### src/rtl/instr_line_width_converter_pkg.sv
// rtl/instr_line_width_converter_pkg.sv - shared parameters and FIFO entry type for the line-to-word converter
package instr_conv_pkg;

  // Default configuration of the converter.
  localparam int unsigned DEF_ADDR_W          = 32;
  localparam int unsigned DEF_CORE_DW         = 32;
  localparam int unsigned DEF_CACHE_DW        = 128;
  localparam int unsigned DEF_MAX_OUTSTANDING = 2;

  // Address split for the default configuration.
  localparam int unsigned LINE_OFF = $clog2(DEF_CACHE_DW / 8);
  localparam int unsigned WORD_OFF = $clog2(DEF_CORE_DW / 8);
  localparam int unsigned WIDX_W   = LINE_OFF - WORD_OFF;
  localparam int unsigned TAG_W    = DEF_ADDR_W - LINE_OFF;

  // One in-flight cache request: which line, which word of it, and the
  // buffer epoch at issue time (a mismatch on return means a flush happened).
  typedef struct packed {
    logic [TAG_W-1:0]  tag;
    logic [WIDX_W-1:0] widx;
    logic              epoch;
  } sel_entry_t;

endpackage

### src/rtl/instr_line_width_converter_sel_fifo.sv
// rtl/instr_line_width_converter_sel_fifo.sv - in-order tracking FIFO for outstanding cache requests
module instr_sel_fifo
  import instr_conv_pkg::*;
#(
  parameter int unsigned DEPTH   = DEF_MAX_OUTSTANDING,
  parameter type         entry_t = sel_entry_t
) (
  input  logic   clk_i,
  input  logic   rst_ni,
  input  logic   push,
  input  entry_t wdata,
  input  logic   pop,
  output entry_t rdata,
  output logic   full,
  output logic   empty
);

  localparam int unsigned PTR_W = (DEPTH > 1) ? $clog2(DEPTH) : 1;
  localparam int unsigned CNT_W = $clog2(DEPTH + 1);

  entry_t             mem [DEPTH];
  logic [PTR_W-1:0]   wr_ptr_q;
  logic [PTR_W-1:0]   rd_ptr_q;
  logic [CNT_W-1:0]   count_q;
  logic               do_push;
  logic               do_pop;

  function automatic logic [PTR_W-1:0] ptr_inc(input logic [PTR_W-1:0] p);
    return (p == PTR_W'(DEPTH - 1)) ? '0 : p + 1'b1;
  endfunction

  assign full  = (count_q == CNT_W'(DEPTH));
  assign empty = (count_q == '0);
  // A pop frees the slot the simultaneous push writes into, so push is legal when full.
  assign do_pop  = pop & ~empty;
  assign do_push = push & (~full | do_pop);

  // Head is read straight from storage; no fall-through of the incoming entry.
  assign rdata = mem[rd_ptr_q];

  // Entry storage, written at the tail.
  always_ff @(posedge clk_i) begin
    if (do_push) begin
      mem[wr_ptr_q] <= wdata;
    end
  end

  // Pointer and occupancy bookkeeping.
  always_ff @(posedge clk_i or negedge rst_ni) begin
    if (!rst_ni) begin
      wr_ptr_q <= '0;
      rd_ptr_q <= '0;
      count_q  <= '0;
    end else begin
      if (do_push) begin
        wr_ptr_q <= ptr_inc(wr_ptr_q);
      end
      if (do_pop) begin
        rd_ptr_q <= ptr_inc(rd_ptr_q);
      end
      case ({do_push, do_pop})
        2'b10:   count_q <= count_q + 1'b1;
        2'b01:   count_q <= count_q - 1'b1;
        default: count_q <= count_q;
      endcase
    end
  end

endmodule

### src/rtl/instr_line_width_converter.sv
// rtl/instr_line_width_converter.sv - cache-line to core-word fetch converter with last-line buffer
module instr_line_width_converter
  import instr_conv_pkg::*;
#(
  parameter int unsigned ADDR_W          = DEF_ADDR_W,
  parameter int unsigned CORE_DW         = DEF_CORE_DW,
  parameter int unsigned CACHE_DW        = DEF_CACHE_DW,
  parameter int unsigned MAX_OUTSTANDING = DEF_MAX_OUTSTANDING
) (
  input  logic                clk_i,
  input  logic                rst_ni,
  input  logic                flush_i,
  input  logic                core_req_i,
  output logic                core_gnt_o,
  input  logic [ADDR_W-1:0]   core_addr_i,
  output logic [CORE_DW-1:0]  core_r_rdata_o,
  output logic                core_r_valid_o,
  output logic                cache_req_o,
  input  logic                cache_gnt_i,
  output logic [ADDR_W-1:0]   cache_addr_o,
  input  logic [CACHE_DW-1:0] cache_r_rdata_i,
  input  logic                cache_r_valid_i
);

  localparam int unsigned LINE_LSB = $clog2(CACHE_DW / 8);
  localparam int unsigned WORD_LSB = $clog2(CORE_DW / 8);
  localparam int unsigned IDX_W    = LINE_LSB - WORD_LSB;
  localparam int unsigned TAG_BITS = ADDR_W - LINE_LSB;
  localparam int unsigned WORDS    = CACHE_DW / CORE_DW;

  typedef struct packed {
    logic [TAG_BITS-1:0] tag;
    logic [IDX_W-1:0]    widx;
    logic                epoch;
  } entry_t;

  logic [TAG_BITS-1:0] req_tag;
  logic [IDX_W-1:0]    req_widx;
  logic                unused_sub_word;

  logic                buf_valid_q;
  logic [TAG_BITS-1:0] buf_tag_q;
  logic [CACHE_DW-1:0] buf_line_q;
  logic                epoch_q;
  logic                hit_rsp_q;
  logic [IDX_W-1:0]    hit_widx_q;

  logic                hit;
  logic                push;
  logic                pop;
  logic                fill;
  logic                fifo_full;
  logic                fifo_empty;
  entry_t              push_entry;
  entry_t              head;

  logic [CORE_DW-1:0]  cache_words [WORDS];
  logic [CORE_DW-1:0]  buf_words   [WORDS];

  assign req_tag         = core_addr_i[ADDR_W-1:LINE_LSB];
  assign req_widx        = core_addr_i[LINE_LSB-1:WORD_LSB];
  assign unused_sub_word = ^core_addr_i[WORD_LSB-1:0];

  // The buffer may only answer when nothing is in flight, which keeps
  // responses in order and means a hit never collides with a cache response.
  assign hit = core_req_i & buf_valid_q & (req_tag == buf_tag_q) & fifo_empty & ~flush_i;

  assign cache_req_o  = core_req_i & ~hit & ~fifo_full;
  assign cache_addr_o = {req_tag, {LINE_LSB{1'b0}}};
  assign push         = cache_req_o & cache_gnt_i;
  assign core_gnt_o   = hit | push;

  assign push_entry = '{tag: req_tag, widx: req_widx, epoch: epoch_q};
  assign pop        = cache_r_valid_i & ~fifo_empty;
  // A line issued before the latest flush is stale for the buffer even though the core still gets its word.
  assign fill       = pop & (head.epoch == epoch_q) & ~flush_i;

  instr_sel_fifo #(
    .DEPTH   (MAX_OUTSTANDING),
    .entry_t (entry_t)
  ) u_sel_fifo (
    .clk_i (clk_i),
    .rst_ni(rst_ni),
    .push  (push),
    .wdata (push_entry),
    .pop   (pop),
    .rdata (head),
    .full  (fifo_full),
    .empty (fifo_empty)
  );

  for (genvar w = 0; w < WORDS; w++) begin : g_words
    assign cache_words[w] = cache_r_rdata_i[w*CORE_DW +: CORE_DW];
    assign buf_words[w]   = buf_line_q[w*CORE_DW +: CORE_DW];
  end

  // Line buffer, flush epoch and the one-cycle delayed local-hit response.
  always_ff @(posedge clk_i or negedge rst_ni) begin
    if (!rst_ni) begin
      buf_valid_q <= 1'b0;
      buf_tag_q   <= '0;
      buf_line_q  <= '0;
      epoch_q     <= 1'b0;
      hit_rsp_q   <= 1'b0;
      hit_widx_q  <= '0;
    end else begin
      hit_rsp_q <= hit;
      if (hit) begin
        hit_widx_q <= req_widx;
      end
      if (flush_i) begin
        buf_valid_q <= 1'b0;
        epoch_q     <= ~epoch_q;
      end else if (fill) begin
        buf_valid_q <= 1'b1;
        buf_tag_q   <= head.tag;
        buf_line_q  <= cache_r_rdata_i;
      end
    end
  end

  // Response mux: a cache line passes straight through, else the buffered word answers a hit.
  always_comb begin
    core_r_valid_o = cache_r_valid_i | hit_rsp_q;
    core_r_rdata_o = '0;
    if (cache_r_valid_i) begin
      core_r_rdata_o = cache_words[head.widx];
    end else if (hit_rsp_q) begin
      core_r_rdata_o = buf_words[hit_widx_q];
    end
  end

  a_rvalid_without_request: assert property (
    @(posedge clk_i) disable iff (!rst_ni) !(cache_r_valid_i && fifo_empty));

  a_width_ratio: assert property (
    @(posedge clk_i) (CACHE_DW % CORE_DW) == 0);

  a_rvalid_known: assert property (
    @(posedge clk_i) disable iff (!rst_ni) !$isunknown(core_r_valid_o));

endmodule

### config.mk
export PLATFORM = sky130hd
export DESIGN_NAME = instr_line_width_converter
export DESIGN_NICKNAME = d
export VERILOG_FILES = /design/src/rtl/instr_line_width_converter_pkg.sv /design/src/rtl/instr_line_width_converter_sel_fifo.sv /design/src/rtl/instr_line_width_converter.sv
export SDC_FILE = /design/constraint.sdc
export NUM_CORES = 1
export LEC_CHECK = 0
export ABC_AREA = 1
export CAP_MARGIN = 0
export CORE_AREA = 3 3 135 189
export CTS_BUF_LIST = sky130_fd_sc_hd__clkbuf_8
export DETAILED_ROUTE_END_ITERATION = 10
export DIE_AREA = 0 0 138 192
export GPL_TIMING_DRIVEN = 0
export HOLD_SLACK_MARGIN = 0.03
export PLACE_DENSITY = 0.77
export SYNTH_ARGS = -nofsm -noshare
export SYNTH_HDL_FRONTEND = slang
export SYNTH_SLANG_ARGS = --single-unit
### constraint.sdc
create_clock -name clk_i -period 2.65 [get_ports clk_i]
set_input_delay 0.795 -clock clk_i [delete_from_list [all_inputs] [get_ports clk_i]]
set_output_delay 0.795 -clock clk_i [all_outputs]
set_load 0.01 [all_outputs]
# After elaboration in Yosys (flattened, before gate mapping)
# Memory sizes are Yosys's and may differ from the RTL's.
# Cells that the tools add are included.
# word_totals
regBits	165
mem_bits_rw	62
in_bits	166
out_inout_bits	67
elab_cells	62
n_memories	1
# mem_list
memory	words	width	rd	rd_clocked_by_memory_dff	wr	line_no	text
u_sel_fifo.mem	2	31	1	0	1	instr_line_width_converter_sel_fifo.sv:21	entry_t mem [DEPTH];
# classes
addsub	4
n_lt_le_gt_ge	2
eq_ne	5
n_mux	15
bitwise	22
n_reduce_logical	4
# ops
cell	n
$mux W32	6
$bmux W32 S2	2
$eq A28 B28 Y1	1
$and A1 B1 Y1	12
$ge A3 B3 Y1 const B	2
$mux W1	6
$not A2 Y3	2
$not A1 Y1	5
$eq A2 B2 Y1 const B	2
$pmux W2 S2	1
$reduce_bool A2 Y1	2
$or A1 B1 Y1	3
$add A1 B1 Y1 const B	2
$add A2 B1 Y2 const B	1
$eq A2 B1 Y1 const B	1
$logic_not A2 Y1	1
$reduce_and A2 Y1	1
$sub A2 B1 Y2 const B	1
$eq A1 B1 Y1	1

# Longest topological paths before layout
# Gate-level depths: netlist (run 1).
# depth
depth_word	11
depth_mapped	14
depth_no_buf	14

# Hierarchy
# Synthesis (run 1) repeated with hierarchy kept, for this count alone.
# hier_totals
cells_unflattened	1549
hier_area_um2	11945.2
# by_module_without_submodules
mod	n_inst	cells_each	area_per_inst_um2
instr_line_width_converter	1	1355	9434.0
instr_sel_fifo	1	194	2511.2

# Worst setup path after synthesis (run 1)
# Ideal clock, no wire load.
# synth_timing
path_type	input-to-reg
from	in core_addr_i[15]
to	mem u_sel_fifo.mem[1][0] in the netlist's numbering, enable pin
t_arrival_ns	2.701
required_ns	2.231
slack_ns	-0.470
stages	8
path_buffers	0
cell_sequence	inv_1 -> o21ai_0 -> nor2_1 -> nand3_1 -> nor2_1 -> nand2_1 -> nand3_1 -> nor2_1
# synth_between
elab_chain_len	11
# synth_lines
item	line_no	text
from (decl)	instr_line_width_converter.sv:15	input logic [ADDR_W-1:0] core_addr_i,
$eq A28 B28 Y1	instr_line_width_converter.sv:66	assign hit = core_req_i & buf_valid_q & (req_tag == buf_tag_q) & fifo_empty & ~flush_i;
$and A1 B1 Y1 (3 in series)	instr_line_width_converter.sv:66	
$not A1 Y1	instr_line_width_converter.sv:68	assign cache_req_o = core_req_i & ~hit & ~fifo_full;
$and A1 B1 Y1 (2 in series)	instr_line_width_converter.sv:68	
$and A1 B1 Y1	instr_line_width_converter.sv:70	assign push = cache_req_o & cache_gnt_i;
$and A1 B1 Y1	instr_line_width_converter_sel_fifo.sv:36	assign do_push = push & (~full | do_pop);
$mux W1	instr_line_width_converter_sel_fifo.sv:43	if (do_push) begin
$mux W1 (not written as such)	instr_line_width_converter_sel_fifo.sv:44	mem[wr_ptr_q] <= wdata;
to (decl)	instr_line_width_converter_sel_fifo.sv:21	
# Every way passes these cells.

# Worst setup path after layout (run 1)
# layout_timing
from	reg u_sel_fifo.rd_ptr_q
to	out core_r_rdata_o[13]
# layout_between
elab_chain_len	6
# layout_lines
item	line_no	text
from (decl)	instr_line_width_converter_sel_fifo.sv:23	logic [PTR_W-1:0] rd_ptr_q;
from (signal assigned)	instr_line_width_converter_sel_fifo.sv:59	rd_ptr_q <= ptr_inc(rd_ptr_q);
$mem_v2 Z2 W31	-	
$not A2 Y3 (not written as such)	instr_line_width_converter.sv:127	core_r_rdata_o = cache_words[head.widx];
$bmux W32 S2	instr_line_width_converter.sv:127	
$mux W32 (not written as such) (2 in series)	instr_line_width_converter.sv:127	
$mux W32	instr_line_width_converter.sv:126	if (cache_r_valid_i) begin
to (decl)	instr_line_width_converter.sv:16	output logic [CORE_DW-1:0] core_r_rdata_o,
# Every way passes these cells. The select of a mux whose other input is x is not followed.

==> results of run 1 <==
## final cells by class
class                      instances  area, um2  area share, %
antenna                            2       5.00         0.0312
buffer                           122       1030           6.45
clock buffer                      44        606           3.78
clock inverter                    21        115          0.718
inverter                          84        337           2.10
multi-input combinational       1047       4980           31.1
sequential                       227       5990           37.4
tap                              310        388           2.42
timing repair buffer             262       2570           16.0
## worst max-delay path, delay by kind of cell (launching register included)
kind                   cells  cell delay [ps]
AO/OA/AOI/OAI              2              380
buffers and inverters      5              660
flip-flops                 1              370
AND/OR/NAND/NOR            4              310
## sequential cells by signal, indices dropped and copies added (netlist names)
name,cells
buf_line_q,128
buf_tag_q,28
buf_valid_q,1
epoch_q,1
hit_rsp_q,1
hit_widx_q,2
u_sel_fifo.count_q,2
u_sel_fifo.mem,62
u_sel_fifo.rd_ptr_q,1
u_sel_fifo.wr_ptr_q,1
## what timing repair did
| item | in CTS | in global routing |
|---|---|---|
| cloned | 8 | 1 |
| pin swaps | 44 | 31 |
| endpoints found under the hold margin | 0 | 0 |
| buffers inserted | 22 | 6 |
| setup endpoints to repair | 94 | 66 |
| resized for setup | 385 | 97 |
## placed cells by master (no fill, tap or decap), types with 3 or more instances in the layout
cell type	n
nand2_1	599
dfrtp_1	164
nor2_1	161
clkdlybuf4s50_1	160
inv_1	85
o21ai_0	64
edfxtp_1	62
buf_4	61
buf_2	55
clkbuf_8	45
buf_6	34
nand3_1	33
o211ai_1	31
o32ai_1	30
o21ai_1	25
nand2_2	23
o31ai_2	23
buf_12	16
clkbuf_2	15
clkbuf_1	13
nor2_2	10
buf_8	10
inv_2	8
xnor2_1	7
nor2_4	6
buf_16	6
o31ai_1	5
clkinv_2	5
buf_1	4
xnor2_2	4
conb_1	4
nand2_4	3
clkbuf_4	3
o31ai_4	3
clkdlybuf4s15_2	3
## routing by layer
layer	wire (um)	vias to the layer above	share of wire, %
li1	-	5311	-
met1	14500	5357	35
met2	20600	726	50
met3	3770	191	9.1
met4	2560	0	6.2
met5	0	-	0
## report_power, final
part           total, mW  internal (mW)  switching (mW)
combinational       6.59           2.92            3.67
sequential          5.57           4.87           0.695
clock               3.03           1.61            1.42
## stage by stage
step           instances  total power, mW  util [%]
5_1_grt             2117             16.1      66.8
6_report            2119             15.2      66.9
4_1_cts             2113             14.7      65.6
3_3_place_gp        2017             10.6      59.6
2_1_floorplan       1482             8.78         -
3_5_place_dp        2019             10.8      59.9
## worst max path at each step
| stage | to | slack (ps) | depth (start not counted) |
|---|---|---|---|
| 2_1_floorplan | u_sel_fifo.mem[1][0] | 30 | 8 |
| 3_3_place_gp | buf_line_q[38] | -6270 | 1 |
| 3_5_place_dp | core_gnt_o | -1130 | 12 |
| 4_1_cts | core_r_rdata_o[29] | -440 | 14 |
| 5_1_grt | core_r_rdata_o[13] | -520 | 12 |
| 6_report | core_r_rdata_o[13] | -420 | 11 |
## logic make-up after synthesis
group,count (synthesis),share of synthesized area (%)
AOI/OAI and AO/OA,185,10.3
xor gates and xnor gates,13,0.978
adders and majority gates,1,0.107
buffers and inverters,208,9.18
DFF,227,51.5
muxes,2,0.204
other,1,0.0322
and+or+nand+nor,842,27.7
## Yosys cell counts
library cell,count,share of area (%)
buf_1,7,0.23
edfxtp_1,62,16
inv_2,2,0.065
buf_6,13,1.3
ha_1,1,0.11
nor2_1,176,5.7
mux2i_1,1,0.086
o211ai_1,31,2.0
inv_1,82,2.6
o21ai_1,23,0.99
a21oi_1,2,0.086
xor2_1,2,0.15
or2_1,1,0.054
clkbuf_2,2,0.086
xnor2_1,11,0.83
buf_2,36,1.5
nor2_2,1,0.054
o32ai_1,32,2.4
nand3_1,34,1.5
dfrtp_1,165,35
o21ai_0,66,2.8
buf_4,38,2.5
or2_2,1,0.054
nand2_1,626,20
conb_1,1,0.032
o31ai_1,31,2.0
nand4_2,1,0.11
mux2i_2,1,0.12
clkbuf_1,28,0.90
nand4_1,2,0.11
==> flow_metrics.env, run 1 <==
export IMPL_reg2reg_slack_ps=230
export IMPL_final_nets=1949
export IMPL_worstPathCellList="buf_6 > nand2_4 > nand2_8 > buf_12 > buf_12 > buf_8 > o211ai_1 > o31ai_4 > nand2_1 > nand2_1 > buf_2"
export IMPL_power_leakage_nw=7.71
export IMPL_worstSetupEndpointType="primary output"
export IMPL_wl_per_cell_um=19.6
export IMPL_rr_endpoint="u_sel_fifo.mem[0][22]"
export IMPL_io_pins=233
export IMPL_ant_nets=0
export IMPL_power_density_nw_per_um2=947
export IMPL_max_stage_delay_ps=370
export IMPL_port_buffers=225
export IMPL_grt_pass1_wl_mm=62.3
export IMPL_drtIter0Drc=973
export IMPL_track_usage_pct=29.8
export IMPL_crit_slowest_cell="dfrtp_1"
export IMPL_viasPerCell=5.47
export IMPL_reg2reg_depth=8
export IMPL_mappedNetlistArea_um2=11600
export IMPL_setup_viol=34
export IMPL_die_h_um=192
export IMPL_layout_min_cycle_time_ps=3070
export IMPL_arrival_ps=2270
export IMPL_dr_pass1_iters=6
export IMPL_place_ws_ps=-1130
export IMPL_wirelength_mm=41.4
export IMPL_fin_crit_sh_pct=116
export IMPL_avgSynthCellArea_um2=7.87
export IMPL_vdd_drop_max_v=0.000496
export IMPL_ys_types=30
export IMPL_core_area_um2=24000
export IMPL_maxCapViolCount=0
export IMPL_fp_dieW_um=138
export IMPL_yosysWarnings=0
export IMPL_clock_sinks=227
export IMPL_placementRows=67
export IMPL_dieArea_um2=26500
export IMPL_fmax_mhz=326
export IMPL_yosysSeqAreaShare_pct=51.5
export IMPL_met3_usage_pct=6.85
export IMPL_clk_pin_slew_ps=60
export IMPL_grt_busiest_layer="met2"
export IMPL_root_buffer="clkbuf_8"
export IMPL_grtUsageMet2_pct=52.7
export IMPL_worstSkewPairLatency_ps=540
export IMPL_fillers=1956
export IMPL_maxSlewHeadroom_pct=49.7
export IMPL_place_congestion=0.929
export IMPL_r2r_start="buf_tag_q[13]"
export IMPL_grt_pass1_vias=11780
export IMPL_crit_required_ps=1860
export IMPL_drc_errors=0
export IMPL_gr_total_overflow=0
export IMPL_layout_setup_ws_ps=-416
export IMPL_cts_tree="built"
export IMPL_rsz0062_at_grt="true"
export IMPL_slew_viol_final=0
export IMPL_outcome="finished, violations left"
export IMPL_hold_ws_ps=148
export IMPL_startpoint="u_sel_fifo.rd_ptr_q"
export IMPL_cp_max_fo=6
export IMPL_place_area_um2=14400
export IMPL_timing_worst_setup_path_type="flop to primary output"
export IMPL_clock_skew_ps=19.4
export IMPL_holdCritPathClass="primary input to asynchronous set/reset pin"
export IMPL_use_met1_pct=33.0
export IMPL_clock_path_buffers=3
export IMPL_grt_max_degree=121
export IMPL_violations="negative setup slack"
export IMPL_htreeDepth=2
export IMPL_ys_ff_latch=227
export IMPL_worst_pin_slew_ps=754
export IMPL_tns_ps=-10950
export IMPL_drive_gt1_share_pct=19.3
export IMPL_antenna_found_initial=2
export IMPL_synthCells=1479
export IMPL_cts_buffers=38
export IMPL_start_util_pct=48.5
export IMPL_worstSetupStartpointType="flop"
export IMPL_final_hold_violation_count=0
export IMPL_cts_hold_buf=0
export IMPL_via_count=11585
export IMPL_finalInstanceArea_um2=16000
export IMPL_dp_hpwl_mm=27.7
export IMPL_syn2layout_area_growth_pct=37.7
Power figures use the tool's default switching activity.
==> run 2: changes to the inputs <==
- SKIP_CTS_REPAIR_TIMING: not set -> 1
==> run 2 against run 1 <==
Critical path depth shrank 3. First-iteration DRC count is 4.5% lower. Routed wire length decreased by 2.6%. Setup slack gained 89 ps. The run ends with design-rule violations, negative setup slack left. Clock skew decreased by 1.4 ps. Largest cell class unchanged. Maximum frequency grew 3.0%. Utilization decreased by 1.2 points. Cell count is 0.61% lower. Global-route usage shrank 1.3 points. Sequential power hardly changed.
==> flow_metrics.env, run 2 (synthesis gave the netlist of run 1 again) <==
export IMPL_outcome="finished, violations left"
export IMPL_violations="design-rule violations, negative setup slack"
export IMPL_power_leakage_nw=7.71
export IMPL_port_buffers=225
export IMPL_clk_pin_slew_ps=60
export IMPL_setup_viol=34
export IMPL_dieArea_um2=26500
export IMPL_wirelength_mm=40.3
export IMPL_placementRows=67
export IMPL_worstSkewPairLatency_ps=540
export IMPL_via_count=11451
export IMPL_fmax_mhz=336
export IMPL_gr_total_overflow=0
export IMPL_reg2reg_slack_ps=180
export IMPL_timing_worst_setup_path_type="flop to primary output"
export IMPL_crit_required_ps=1860
export IMPL_dp_hpwl_mm=27.7
export IMPL_final_common_cell="nand2_1"
export IMPL_io_pins=233
export IMPL_dr_pass1_iters=9
export IMPL_slew_viol_final=0
export IMPL_place_ws_ps=-1130
export IMPL_viasPerCell=5.44
export IMPL_final_hold_violation_count=0
export IMPL_clock_path_buffers=3
export IMPL_drive_gt1_share_pct=16.8
export IMPL_maxSlewHeadroom_pct=49.5
export IMPL_reg2reg_depth=11
export IMPL_grt_pass1_vias=11408
export IMPL_clock_skew_ps=17.9
export IMPL_final_nets=1936
export IMPL_fin_crit_sh_pct=112
export IMPL_htreeDepth=2
export IMPL_power_density_nw_per_um2=925
export IMPL_rr_endpoint="u_sel_fifo.mem[0][30]"
export IMPL_reg_top3="buf_line_q x128, u_sel_fifo.mem x62, buf_tag_q x28"
export IMPL_final_cell_mix="nand2_1, dfrtp_1, clkdlybuf4s50_1, nor2_1, inv_1"
export IMPL_cts_tree="built"
export IMPL_layout_min_cycle_time_ps=2980
export IMPL_r2r_start="buf_tag_q[15]"
export IMPL_rsz0062_at_grt="true"
export IMPL_drc_errors=2
export IMPL_cts_buffers=38
export IMPL_core_area_um2=24000
export IMPL_finalCoreUtilization_pct=65.7
export IMPL_ant_nets=0
export IMPL_fp_dieW_um=138
export IMPL_drtIter0Drc=929
export IMPL_grt_pass1_wl_mm=59.9
export IMPL_die_h_um=192
export IMPL_place_congestion=0.929
export IMPL_track_usage_pct=28.5
export IMPL_layout_setup_ws_ps=-327
export IMPL_root_buffer="clkbuf_8"
export IMPL_fillers=2015
export IMPL_maxCapViolCount=0
export IMPL_largest_register_ffs=128
export IMPL_antenna_found_initial=2
export IMPL_grt_max_degree=121
export IMPL_vdd_drop_max_v=0.000488
export IMPL_syn2layout_area_growth_pct=35.3
export IMPL_wl_per_cell_um=19.2
export IMPL_worst_pin_slew_ps=757
export IMPL_worstSetupStartpointType="flop"
export IMPL_top_register="buf_line_q"
export IMPL_arrival_ps=2180
export IMPL_cp_max_fo=10
export IMPL_clock_sinks=227
export IMPL_start_util_pct=48.5
export IMPL_worstSetupEndpointType="primary output"
export IMPL_holdCritPathClass="primary input to asynchronous set/reset pin"
[run 2: worst max path at each step]
stage / end / from / depth (start not counted)
6_report: core_r_rdata_o[13] / u_sel_fifo.rd_ptr_q / 8
5_1_grt: core_r_rdata_o[21] / u_sel_fifo.rd_ptr_q / 11
4_1_cts: core_r_rdata_o[3] / u_sel_fifo.rd_ptr_q / 8
3_5_place_dp: core_gnt_o / flush_i / 12
3_3_place_gp: buf_line_q[38] / rst_ni / 1
2_1_floorplan: u_sel_fifo.mem[1][0] / core_addr_i[15] / 8
[run 2: area by class of cell]
type                    instances  area, um2  area share, %
well taps                     310        388           2.46
inverters                      84        329           2.09
diodes                          2       5.00         0.0318
flip-flops and latches        227       5990           38.0
clock buffers                  44        606           3.85
multi-input cells            1047       4870           31.0
clock inverters                21        115          0.731
plain buffers                 123       1010           6.44
repair buffers                248       2420           15.4
[run 2: per-layer routing]
layer | wire length, um | vias to the layer above | share of wire (%) | track usage [%]
li1 | - | 5280 | - | -
met1 | 14400 | 5330 | 36 | 32.2
met2 | 20100 | 666 | 50 | 50.5
met3 | 3460 | 175 | 8.6 | 6.45
met4 | 2390 | 0 | 5.9 | 14.9
met5 | 0 | - | 0 | 0
[run 2: stage by stage]
stage / power (mW) / cell area, um2 / cells / setup TNS, ps / hold slack [ps]
CTS: 13.8 / 15100 / 2084 / -54830 / 149
floorplan: 8.78 / 11700 / 1482 / 0 / 442
global placement: 10.6 / 14300 / 2017 / -1123370 / 456
detailed placement: 10.8 / 14400 / 2019 / -64840 / 460
global route: 15.5 / 15700 / 2104 / -11880 / 164
finish: 14.6 / 15700 / 2106 / -8820 / 146
[run 2: critical path, cell delays in order (launching register included)]
cell and delay, ps:
dfrtp_1 370, buf_6 140, mux2i_4 190, buf_12 150, buf_2 200, o31ai_1 250
nand2_1 100, nand2_1 100, buf_2 130
[run 2: power breakdown]
part / total (mW) / internal [mW] / switching (mW)
Sequential: 5.56 / 4.87 / 0.686
Combinational: 5.97 / 2.54 / 3.43
Clock: 3.04 / 1.61 / 1.43
